$ cat config.mk
export PLATFORM = sky130hd
export DESIGN_NAME = demo_input_cond
export DESIGN_NICKNAME = d
export VERILOG_FILES = /design/src/rtl/demo_input_cond.sv
export SDC_FILE = /design/constraint.sdc
export NUM_CORES = 1
export LEC_CHECK = 0
export ABC_AREA = 1
export CAP_MARGIN = 30
export CORE_ASPECT_RATIO = 0.75
export CORE_MARGIN = 8
export CORE_UTILIZATION = 50
export CTS_CLUSTER_SIZE = 28
export DETAILED_ROUTE_END_ITERATION = 8
export PLACE_DENSITY = 0.75
export SETUP_SLACK_MARGIN = 0.05
export SYNTH_ARGS = -nofsm -noshare
export SYNTH_HDL_FRONTEND = slang
export SYNTH_SLANG_ARGS = --single-unit
$ cat constraint.sdc
create_clock -name clk -period 1.2 [get_ports clk]
set_input_delay 0.24 -clock clk [delete_from_list [all_inputs] [get_ports clk]]
set_output_delay 0.24 -clock clk [all_outputs]
set_load 0.01 [all_outputs]
$ cat src/rtl/demo_input_cond.sv
// demo_input_cond: conditions the raw demo-board push-button and slide
// switches. Every raw input goes through a 2-flop synchronizer and a
// per-channel debounce counter. A three-state FSM then turns the debounced
// button into a start strobe. The strobe is gated by the ready flags of the
// enabled demo masters. Presses that happen while a master is busy are
// counted as rejects.
//
// Optional feature: define DEMO_INPUT_LOCK_EN to freeze the four switch
// outputs while a transaction is in flight or an enabled master is busy.
// When the macro is undefined, the switch outputs are the debounced values
// and no lock logic exists.
module demo_input_cond #(
  parameter int unsigned DEBOUNCE_CYCLES = 50000,
  parameter int unsigned CNT_WIDTH       = 16
) (
  input  logic       clk,
  input  logic       rstn,
  input  logic       btn_start_n,
  input  logic       sw_d1_mode,
  input  logic       sw_d2_mode,
  input  logic       sw_d1_en,
  input  logic       sw_d2_en,
  input  logic       d1_ready,
  input  logic       d2_ready,
  output logic       start,
  output logic       d1_mode,
  output logic       d2_mode,
  output logic       d1_en,
  output logic       d2_en,
  output logic [7:0] press_cnt,
  output logic       reject
);

  // Channel order: 0 = button, 1 = d1_mode, 2 = d2_mode, 3 = d1_en, 4 = d2_en.
  localparam int unsigned NCH = 5;
  // The button idles high (released), so its channel resets to 1.
  localparam logic [NCH-1:0] CH_RST = 5'b00001;
  localparam logic [CNT_WIDTH-1:0] CNT_LAST = CNT_WIDTH'(DEBOUNCE_CYCLES - 1);

  typedef enum logic [1:0] {
    ST_IDLE     = 2'd0,
    ST_PRESSED  = 2'd1,
    ST_REJECTED = 2'd2
  } state_e;

  logic [NCH-1:0]                raw;
  logic [NCH-1:0]                sync1_q, sync2_q;
  logic [NCH-1:0]                deb_q, deb_d;
  logic [NCH-1:0][CNT_WIDTH-1:0] cnt_q, cnt_d;

  state_e     state_q, state_d;
  logic       start_q, start_d;
  logic       reject_q, reject_d;
  logic [7:0] press_cnt_q;
  logic       cnt_inc;
  logic       deb_start;
  logic       ready_all;
  logic [3:0] sw_out;

  assign raw = {sw_d2_en, sw_d1_en, sw_d2_mode, sw_d1_mode, btn_start_n};

  // Two-flop synchronizers for every raw input.
  // NOTE: sequential state uses <= so all flops sample pre-edge values; = here
  // would collapse the two synchronizer stages into one.
  always_ff @(posedge clk) begin
    if (!rstn) begin
      sync1_q <= CH_RST;
      sync2_q <= CH_RST;
    end else begin
      sync1_q <= raw;
      sync2_q <= sync1_q;
    end
  end

  // Debounce next state: count cycles of disagreement, flip on the last one.
  // NOTE: every output of a combinational block gets a default first, so no
  // path leaves a value unassigned and no latch is inferred.
  always_comb begin
    deb_d = deb_q;
    cnt_d = '0;
    for (int i = 0; i < NCH; i++) begin
      if (sync2_q[i] != deb_q[i]) begin
        if (cnt_q[i] == CNT_LAST) begin
          deb_d[i] = sync2_q[i];
        end else begin
          cnt_d[i] = cnt_q[i] + CNT_WIDTH'(1);
        end
      end
    end
  end

  // Debounced values and counters. A reset discards partial counts.
  always_ff @(posedge clk) begin
    if (!rstn) begin
      deb_q <= CH_RST;
      cnt_q <= '0;
    end else begin
      deb_q <= deb_d;
      cnt_q <= cnt_d;
    end
  end

  assign deb_start = deb_q[0];

`ifdef DEMO_INPUT_LOCK_EN
  logic       lock;
  logic [3:0] sw_out_q;

  assign lock = (state_q == ST_PRESSED) || !ready_all;

  // Switch outputs hold while locked and catch up one cycle after release.
  // Debouncing continues underneath, so no change is lost or restarted.
  always_ff @(posedge clk) begin
    if (!rstn) begin
      sw_out_q <= '0;
    end else if (!lock) begin
      sw_out_q <= deb_q[4:1];
    end
  end

  assign sw_out = sw_out_q;
`else
  assign sw_out = deb_q[4:1];
`endif

  assign {d2_en, d1_en, d2_mode, d1_mode} = sw_out;

  // A disabled master never blocks a start.
  assign ready_all = (!d1_en | d1_ready) & (!d2_en | d2_ready);

  // FSM state register.
  always_ff @(posedge clk) begin
    if (!rstn) begin
      state_q <= ST_IDLE;
    end else begin
      state_q <= state_d;
    end
  end

  // FSM next state: a press is decided once in IDLE; only a release leaves.
  always_comb begin
    state_d = state_q;
    unique case (state_q)
      ST_IDLE: begin
        if (!deb_start) begin
          state_d = ready_all ? ST_PRESSED : ST_REJECTED;
        end
      end
      ST_PRESSED, ST_REJECTED: begin
        if (deb_start) begin
          state_d = ST_IDLE;
        end
      end
      default: state_d = ST_IDLE;
    endcase
  end

  // FSM outputs. They are decoded from the transition so that the registers
  // below change on the same edge as the state.
  always_comb begin
    start_d  = (state_d != ST_PRESSED);
    reject_d = (state_q == ST_IDLE) && !deb_start && !ready_all;
    cnt_inc  = (state_q == ST_IDLE) && !deb_start && ready_all;
  end

  // Registered start, reject pulse and the wrapping press counter.
  always_ff @(posedge clk) begin
    if (!rstn) begin
      start_q     <= 1'b1;
      reject_q    <= 1'b0;
      press_cnt_q <= '0;
    end else begin
      start_q  <= start_d;
      reject_q <= reject_d;
      if (cnt_inc) begin
        press_cnt_q <= press_cnt_q + 8'd1;
      end
    end
  end

  assign start     = start_q;
  assign reject    = reject_q;
  assign press_cnt = press_cnt_q;

endmodule

==> impl_results.md <==
* Share of cells above drive strength 1 at ~44%
* Status: finished with violations
* Synth Net Count at between 700 and 800
* Crit path cell chain: buf_4 > inv_1 > nand2_1 > nor2_1 > nand3_1 > nor2_2 > nor2_1 > nor2_2
* Post-Syn Area per Cell at ~7 um^2
* CP startpoint: cnt_q[45]$_SDFF_PP0_
* First-pass GRT wire length at 23740 um
* Dpl hpwl at between 9000 and 10000 um
* RSZ-0062 raised after global routing: true
* Worst Slack Setup Final at -0.1625 ns
* Gate Count Post-Synth at ~770
* Post-synth EDFFs at 0
* Critical Path RT at 1.48 ns
* Final Cycle Share at 113.5%
* Total Routing Usage GR at approximately 20%
* Critical Path End Type: flop
* CTS Buf Count at 9
* DRT met1 WL at just under 7000 um
* VDD IR-drop max at ~0.7 mV
* Crit path max fanout at 4
* Clock sink total at between 100 and 150
* Number of H-tree levels at 3
* Final #Nets at approximately 900
* Post-layout min period at about 1.4 ns
* Fmax achieved at between 700 and 800 MHz
* Yosys reg bits at 107
* Number of max-cap violations at 0
* Ys Warns at 0
* # hold bufs at CTS at 0
* Initial antenna violation count at 0
* Lkg Pwr at between 2 and 3 nW
* Worst rel slew slack at around 70%
* Post-synthesis sequential area ratio at between 40% and 50%
* Vias in the first global route at approximately 5.3k
* Worst r2r path cells at 8
* Vias at roughly 5.7k
* Violated checks: setup timing
* Met2 Routed Length at just over 8000 um
* Hold Path Stages at 1
* CTS Buffer Depth at 2
* Gr ovfl total at 0
* Wire per inst at approximately 16 um
* DRT antenna net count at 0
* Vias per inst at 5.383
* Finished Layout Cells at between 1k and 1.5k
* Area Overhead vs Synth at 45.27%
* Inserted Diodes at 0
* Setup slack, reg-to-reg at -0.16 ns
* Reg-to-Reg End: deb_q[2]$_SDFFE_PN0P_
* Rows at 32
* GPL Wtd Cong at roughly 0.9
* Crit Reg-Reg Startpoint: cnt_q[45]$_SDFF_PP0_
* CP max stage delay at about 0.32 ns
* Worst Setup Start Kind: flop
* Routed Wire Length at 16360 um
* I/O pin cnt at 23
* # fillers at around 690
* Endpoints failing hold at 0
* CTS root buf: clkbuf_16
* DR WL met3 at between 800 and 900 um
* DR iter-0 viols at 553
* Die extent in x at between 100 and 150 um
* Largest net degree at the start of global routing at 17
* Clock Latency Late Sink at around 0.35 ns
* Die Ht at roughly 110 um
* Hold WC Path Type: flop to flop
* CTS tree: yes
* Clock-pin slew on the worst setup and hold paths at roughly 0.070 ns
* Highest routed layer: met4
* # setup viols final at 75
* Top_reg_cell synth: dfxtp_1
* Critical Path Sink: deb_q[2]$_SDFFE_PN0P_
* Ys async rst share at 0%
* Tightest Pin Transition at 0.4623 ns
* Port buffer count at 22
* Core area at about 0.010 mm^2
* Clock Skew at between 0.004 and 0.005 ns
* Crit Path Category: flop to flop
* Dpl cells at approximately 1.0k
* Critical Path AT at around 1.6 ns
* DIE AREA at 0.01423 mm^2
* Max-slew violation count at 0
* 1st-pass router iterations at 7
* Post-Synthesis Cell Area at 0.005318 mm^2
* Hold Slack at 0.4141 ns
* Total power per unit cell area at approximately 900 mW/mm^2
* Synth cell types at 29
* Worst Min Path Start: sync1_q[0]$_SDFF_PN1_
* Slowest-stage cell, CP: dfxtp_1
* Initial Util at between 50% and 60%
* Residual DRC at 0
[power breakdown]
group	internal (W)	switching, W
logic	0.0000829	0.000111
registers	0.00356	0.0000116
clock network	0.00181	0.00133
total	0.00545	0.00145
[layout make-up]
cell class	count	area (um^2)	area share, %
well taps	136	170.2	2.203
flip-flops and latches	107	2217	28.70
multi-input cells	549	3556	46.03
clock inverters	1	30.03	0.3887
repair buffers	135	1054	13.64
clock buffers	15	279.0	3.612
repair inverters	1	7.507	0.09718
inverters	107	411.6	5.329
[sequential cells by signal (all words and copies together), names as in the netlist]
signal,count
deb_q,5
cnt_q,80
press_cnt,8
state_q,2
start,1
sync1_q,5
reject,1
sync2_q,5
[through the flow]
stage                     setup slack (ns)  setup TNS, ns  total power, W  utilization (%)  instance area, um^2
after global placement             -0.4643         -33.51        0.003794            63.07                 6515
final                              -0.1625         -3.566        0.006909            74.78                 7725
after floorplan                   -0.03421        -0.6750        0.003741                -                 5490
after CTS                         -0.02883        -0.6320        0.006861            70.54                 7287
after detailed placement           -0.5089         -36.40        0.003798            63.07                 6515
after global routing               -0.2526         -7.723        0.007083            74.78                 7725
[metal layers]
| layer | global-route usage, % | vias to the layer above |
|---|---|---|
| met3 | 4.507 | 46 |
| met2 | 34.25 | 220 |
| li1 | - | 2719 |
| met1 | 24.05 | 2673 |
| met5 | 0 | - |
| met4 | 6.957 | 0 |
[cell families (layout without fill, tap and decap cells)]
kind of cell	Yosys count	count (layout)	synth area share, %
compound gates	64	64	6.659
buf+inv	116	259	9.200
fa+ha+maj	8	8	1.882
flops	107	107	40.28
simple gates	445	449	37.36
xor+xnor	28	28	4.612
[timing repair]
item | in CTS | in global routing
gates resized for setup | 175 | 123
setup endpoints to repair | 109 | 102
buffers inserted | 7 | 10
cloned | 5 | 1
pin swaps | 38 | 30
[worst max-delay path: cells and delay by family (launching register included)]
family,cells,cell delay [ns]
buffers and inverters,2,0.22
DFF,1,0.32
and+or+nand+nor,6,0.76
[Yosys cell counts, types with 8 or more instances]
master	number	area (um^2)
nand3_1	59	295.3
a21oi_1	45	225.2
xor2_1	14	122.6
nor2_2	23	143.9
inv_1	103	386.6
nand2_1	177	664.4
nand4_1	33	206.5
dfxtp_1	107	2142
ha_1	8	100.1
xnor2_1	14	122.6
nand2_2	9	56.30
nor2_1	120	450.4
o21ai_0	9	45.04
[layout by cell type (no fill, tap or decap), drive strengths merged]
master / Yosys / layout
xnor2: 14 / 14
nand4: 33 / 33
clkbuf: 1 / 16
clkinvlp: 0 / 1
dlygate4sd2: 0 / 1
ha: 8 / 8
a21oi: 52 / 52
nor3: 3 / 3
dfxtp: 107 / 107
and2: 5 / 5
o21bai: 2 / 2
or2: 10 / 10
o21ai: 9 / 9
nand2: 186 / 190
xor2: 14 / 14
o21a: 1 / 1
nor2: 144 / 144
clkdlybuf4s50: 0 / 7
buf: 8 / 126
inv: 107 / 107
bufinv: 0 / 1
nand3: 64 / 64
[how the worst min path moves through the flow]
stage	endpoint	slack [ns]
floorplan	sync1_q[1]$_SDFF_PN0_	0.34
global placement	sync2_q[2]$_SDFF_PN0_	0.40
detailed placement	sync2_q[0]$_SDFF_PN1_	0.40
CTS	sync2_q[0]$_SDFF_PN1_	0.42
global route	sync2_q[2]$_SDFF_PN0_	0.44
finish	sync2_q[0]$_SDFF_PN1_	0.41
No activity file was read; power rests on OpenSTA's default activity.
